==> config.mk <==
export PLATFORM = sky130hd
export DESIGN_NAME = mux4_rr_arbiter
export DESIGN_NICKNAME = d
export VERILOG_FILES = /design/src/rtl/mux4_rr_arbiter.sv
export SDC_FILE = /design/constraint.sdc
export NUM_CORES = 1
export LEC_CHECK = 0
export ABC_AREA = 1
export ABC_CLOCK_PERIOD_IN_PS = 1330
export BUFFER_PORTS_ARGS = -buffer_cell sky130_fd_sc_hd__buf_2
export CELL_PAD_IN_SITES_DETAIL_PLACEMENT = 0
export CELL_PAD_IN_SITES_GLOBAL_PLACEMENT = 1
export CORE_MARGIN = 1
export CORE_UTILIZATION = 36
export CTS_CLUSTER_DIAMETER = 80
export DETAILED_ROUTE_END_ITERATION = 12
export PLACE_DENSITY_LB_ADDON = 0.25
export SLEW_MARGIN = 5
export SYNTH_ARGS = -nofsm -noshare
export SYNTH_HDL_FRONTEND = slang
export SYNTH_SLANG_ARGS = --single-unit
==> constraint.sdc <==
create_clock -name clk -period 1.33 [get_ports clk]
set_input_delay 0.266 -clock clk [delete_from_list [all_inputs] [get_ports clk]]
set_output_delay 0.266 -clock clk [all_outputs]
set_load 0.02 [all_outputs]
==> src/rtl/mux4_rr_arbiter.sv <==
// mux4_rr_arbiter: round-robin arbiter and select sequencer for a shared 4:1 mux.
// Exactly one requester owns the mux at a time. A one-cycle break with no grant
// separates every pair of owners, so the select lines never move under a live grant.
// Optional feature: define MUX4_ARB_TIMEOUT_EN to preempt an owner that has held
// the grant for MAX_HOLD cycles while another requester is waiting.
module mux4_rr_arbiter #(
  parameter int MAX_HOLD = 8,
  parameter int CNT_W    = 4
) (
  input  logic             clk,
  input  logic             rst,
  input  logic [3:0]       req,
  output logic [3:0]       gnt,
  output logic             cntrl1,
  output logic             cntrl2,
  output logic             out_valid,
  output logic [CNT_W-1:0] hold_cnt
);

  typedef enum logic [1:0] {
    S_IDLE  = 2'd0,
    S_GRANT = 2'd1,
    S_BREAK = 2'd2
  } state_t;

  localparam logic [CNT_W-1:0] MAX_HOLD_C = CNT_W'(MAX_HOLD);

  state_t           state_q, state_d;
  logic [3:0]       gnt_q, gnt_d;
  logic [1:0]       sel_q, sel_d;
  logic [1:0]       last_q, last_d;
  logic [CNT_W-1:0] hold_q, hold_d;
  logic [1:0]       pick;
  logic             preempt;

  // First set request after the last owner; the last owner itself comes last.
  function automatic logic [1:0] rr_pick(input logic [3:0] r, input logic [1:0] last);
    logic [1:0] idx;
    rr_pick = last;
    for (int k = 4; k >= 1; k--) begin
      idx = last + 2'(k);
      if (r[idx]) rr_pick = idx;
    end
  endfunction

  // Hold counter advance, saturating at MAX_HOLD.
  function automatic logic [CNT_W-1:0] hold_sat_inc(input logic [CNT_W-1:0] c);
    if (c >= MAX_HOLD_C) hold_sat_inc = MAX_HOLD_C;
    else                 hold_sat_inc = c + CNT_W'(1);
  endfunction

  // Next-state, grant, select and hold-counter decisions.
  always_comb begin
    state_d = state_q;
    gnt_d   = gnt_q;
    sel_d   = sel_q;
    last_d  = last_q;
    hold_d  = hold_q;
    pick    = rr_pick(req, last_q);
`ifdef MUX4_ARB_TIMEOUT_EN
    preempt = (hold_q == MAX_HOLD_C) && (|(req & ~gnt_q));
`else
    preempt = 1'b0;
`endif
    case (state_q)
      S_IDLE, S_BREAK: begin
        if (|req) begin
          state_d = S_GRANT;
          gnt_d   = 4'b0001 << pick;
          sel_d   = pick;
          last_d  = pick;
          hold_d  = CNT_W'(1);
        end else begin
          state_d = S_IDLE;
          gnt_d   = 4'b0000;
          hold_d  = '0;
        end
      end
      S_GRANT: begin
        // The select index always equals the owner index.
        if (!req[sel_q] || preempt) begin
          state_d = S_BREAK;
          gnt_d   = 4'b0000;
          hold_d  = '0;
        end else begin
          hold_d  = hold_sat_inc(hold_q);
        end
      end
      default: begin
        state_d = S_IDLE;
        gnt_d   = 4'b0000;
        hold_d  = '0;
      end
    endcase
  end

  // State register; reset drops any grant immediately with no break cycle.
  always_ff @(posedge clk) begin
    if (rst) begin
      state_q <= S_IDLE;
      gnt_q   <= 4'b0000;
      sel_q   <= 2'b00;
      last_q  <= 2'd3;
      hold_q  <= '0;
    end else begin
      state_q <= state_d;
      gnt_q   <= gnt_d;
      sel_q   <= sel_d;
      last_q  <= last_d;
      hold_q  <= hold_d;
    end
  end

  assign gnt       = gnt_q;
  assign cntrl1    = sel_q[1];
  assign cntrl2    = sel_q[0];
  assign out_valid = |gnt_q;
  assign hold_cnt  = hold_q;

endmodule

==> key figures <==
Pwr
  – Power density over cell area: 2710 nW/µm²
  – Static leakage: 0.593 nW
  – Worst-case vdd ir drop: 2.34 mV

Worst setup path
  – Startpoint type of the worst setup path: flop
  – Element type at the critical path end: output port
  – Critical Path, Cell by Cell: or4_4 -> buf_6
  – Data arrival time of the worst path: 1.28 ns
  – Crit path max fanout: 2
  – Class of the most critical setup path: reg2out
  – Required time at the endpoint of the critical path: 1.06 ns
  – Slowest-stage cell, CP: sky130_fd_sc_hd__or4_4
  – Critical path's largest stage delay: 0.53 ns

Detailed routing
  – Wire length per cell after detailed routing: 10.8 µm
  – Iteration-0 DRC Markers: 13
  – Number of detailed-route iterations in the first pass: 4
  – DRC Markers: 0
  – Total detailed-routing wirelength: 1.88 mm
  – Vias: 817
  – Post-DRT Antenna Nets: 0
  – Via density: 4.70

Hold path
  – Hold/Removal Path Class: in2reg

Clock network
  – CTS clk-pin slew, worst paths: 0.09 ns
  – Insertion delay to the later sink of the worst-skew pair: 0.29 ns
  – Clock root cell: sky130_fd_sc_hd__clkbuf_4
  – Clock tree from TritonCTS: built
  – Deepest clock path buffer count: 2
  – Total CTS buffers: 3
  – H-Tree Level Count: 1
  – Sinks on the clock net: 14

Run status
  – Run status: finished, violations left
  – Violated checks: setup timing

Cells and area
  – Fin area: 1110 µm²
  – Count of non-filler cells in the finished layout: 174
  – Number of antenna cells inserted: 0
  – Share of layout cells above drive strength 1: 46.3%
  – Most frequent standard cell in the layout excluding fill and tap cells: sky130_fd_sc_hd__nand2_1
  – Fin nets: 156
  – Area growth from synthesis to layout: 39.5%
  – Util after Layout: 54.9%
  – Most frequent cells in the layout: 29 x sky130_fd_sc_hd__nand2_1, 15 x sky130_fd_sc_hd__buf_2, 14 x sky130_fd_sc_hd__inv_1, 14 x sky130_fd_sc_hd__nand2_2, 9 x sky130_fd_sc_hd__dfxtp_1

Floorplanning
  – Die Height: 49.0 µm
  – Die Area: 2400 µm²
  – CORE AREA: 2020 µm²
  – Starting density of the core: 39.4%
  – I/O pin count: 17
  – Horizontal extent of the die: 49.0 µm
  – Cell Rows: 16

Synth
  – Instance count of the mapped netlist: 121
  – Number of warnings reported in the yosys synthesis log: 0
  – Cell area after synthesis: 796 µm²
  – Number of register bits inferred by synthesis: 14
  – Average instance area after synthesis: 6.58 µm²
  – Net count after synthesis: 129
  – Count of distinct cell types in the synthesized netlist: 22
  – Register area share after synthesis: 35.2%

Place
  – Dpl cell area: 932 µm²
  – Number of buffer cells added on primary ports: 16
  – Gp weighted congestion: 0.833
  – Worst setup slack before clock tree synthesis: -0.112 ns
  – Detailed-placement wirelength estimate: 1.34 mm
  – Placed Instances: 167

Timing
  – Pins over their slew limit: 0
  – Fmax: 645 MHz
  – Final worst clock skew: 0.00354 ns
  – Final Hold Vio Count: 0
  – Shortest period the worst path allows: 1.55 ns
  – Least setup slack across all paths after layout: -0.220 ns
  – Total setup violations reported at the end of the flow: 1
  – Post-Route Hold Slack: 0.254 ns
  – Worst-Margin Slew: 0.240 ns
  – Max_slew headroom: 84.0%
  – Post-route fraction of the period consumed by the critical path: 117%
  – Unrepaired setup endpoints after global routing: yes

Global route
  – Largest net degree at the start of global routing: 10
  – Initial antenna violation count: 0
  – GRT Resource Usage Total: 16.0%
  – Global-route wire length before repair: 2.94 mm
  – Number of global-route vias before repair: 668
  – Leftover overflow at the end of global routing: 0

Run
  – Maxcap violations: 0
[worst paths after layout]
kind / from / endpoint / slack, ns / cells past startpoint
worst max-delay path: gnt[2] / out_valid / -0.22 / 2
worst min-delay path: rst / sel_q[1] / 0.25 / 2
worst max register to register: last_q[0] / gnt[1] / 0.03 / 10
worst min register to register: gnt[1] / gnt[1] / 0.48 / 2
[kinds of logic (layout without fill, tap and decap cells)]
| logic type | count (synthesis) | after routing | share of synthesized area (%) |
|---|---|---|---|
| buf+inv | 21 | 47 | 11.5 |
| fa+ha+maj | 2 | 2 | 3.14 |
| simple gates | 69 | 69 | 39.3 |
| flops | 14 | 14 | 35.2 |
| compound gates | 15 | 15 | 10.8 |
[layer usage]
metal  vias to the layer above  part of all wire (%)  GRT usage (%)
met5                         -                     0              0
met1                       365                    49           20.8
li1                        430                     -              -
met2                        17                    45           24.1
met4                         0                   1.4           4.41
met3                         5                   4.5           6.85
[critical path, delay by kind of cell, from the launching register on]
family        cells  cell delay, ns
flops             1            0.33
buf+inv           1            0.15
simple gates      1            0.53
[power by group]
| part | internal [W] | switching [W] | total [W] |
|---|---|---|---|
| registers | 0.000590 | 0.000148 | 0.000738 |
| logic | 0.000806 | 0.00115 | 0.00195 |
| clock network | 0.000167 | 0.000147 | 0.000314 |
| total | 0.00156 | 0.00144 | 0.00301 |
[through the flow]
step	power, W	TNS (ns)
finish	0.00301	-0.220
global route	0.00324	-0.462
CTS	0.00261	-0.225
detailed placement	0.00211	-0.441
global placement	0.00212	-0.356
floorplan	0.00174	0
[area by class of cell]
cell class / instances / area (µm²)
tap: 27 / 33.8
fill: 203 / 912
sequential: 14 / 292
timing repair buffer: 24 / 146
inverter: 19 / 78.8
multi-input combinational: 86 / 523
clock buffer: 4 / 36.3
[sequential cells by signal (all words and copies together) (netlist names)]
register  cells
gnt           4
sel_q         2
hold_cnt      4
last_q        2
state_q       2
[repair_timing]
item,CTS,global route
endpoints found under the hold margin,0,0
pin swaps,1,12
setup buffers,2,1
endpoints found under the setup margin,9,8
hold buffers,0,0
gates resized for setup,8,30
[synthesized netlist by cell type]
cell / number / area [µm²]
sky130_fd_sc_hd__o21ai_1: 2 / 10.0
sky130_fd_sc_hd__a21oi_1: 6 / 30.0
sky130_fd_sc_hd__a211oi_1: 1 / 7.51
sky130_fd_sc_hd__o21ai_0: 3 / 15.0
sky130_fd_sc_hd__a21oi_2: 1 / 8.76
sky130_fd_sc_hd__nand2_1: 43 / 161
sky130_fd_sc_hd__nand3_1: 9 / 45.0
sky130_fd_sc_hd__nor3_1: 1 / 5.00
sky130_fd_sc_hd__clkbuf_1: 1 / 3.75
sky130_fd_sc_hd__inv_6: 1 / 8.76
sky130_fd_sc_hd__nand4_1: 1 / 6.26
sky130_fd_sc_hd__inv_1: 15 / 56.3
sky130_fd_sc_hd__o211ai_1: 2 / 15.0
sky130_fd_sc_hd__nand2_2: 5 / 31.3
sky130_fd_sc_hd__inv_2: 3 / 11.3
sky130_fd_sc_hd__nand2_4: 2 / 22.5
sky130_fd_sc_hd__or4_1: 1 / 7.51
sky130_fd_sc_hd__nor2_4: 1 / 11.3
sky130_fd_sc_hd__buf_6: 1 / 11.3
sky130_fd_sc_hd__dfxtp_1: 14 / 280
sky130_fd_sc_hd__nor2_1: 6 / 22.5
sky130_fd_sc_hd__ha_1: 2 / 25.0
Note: power is estimated with default switching activity, not from simulation.
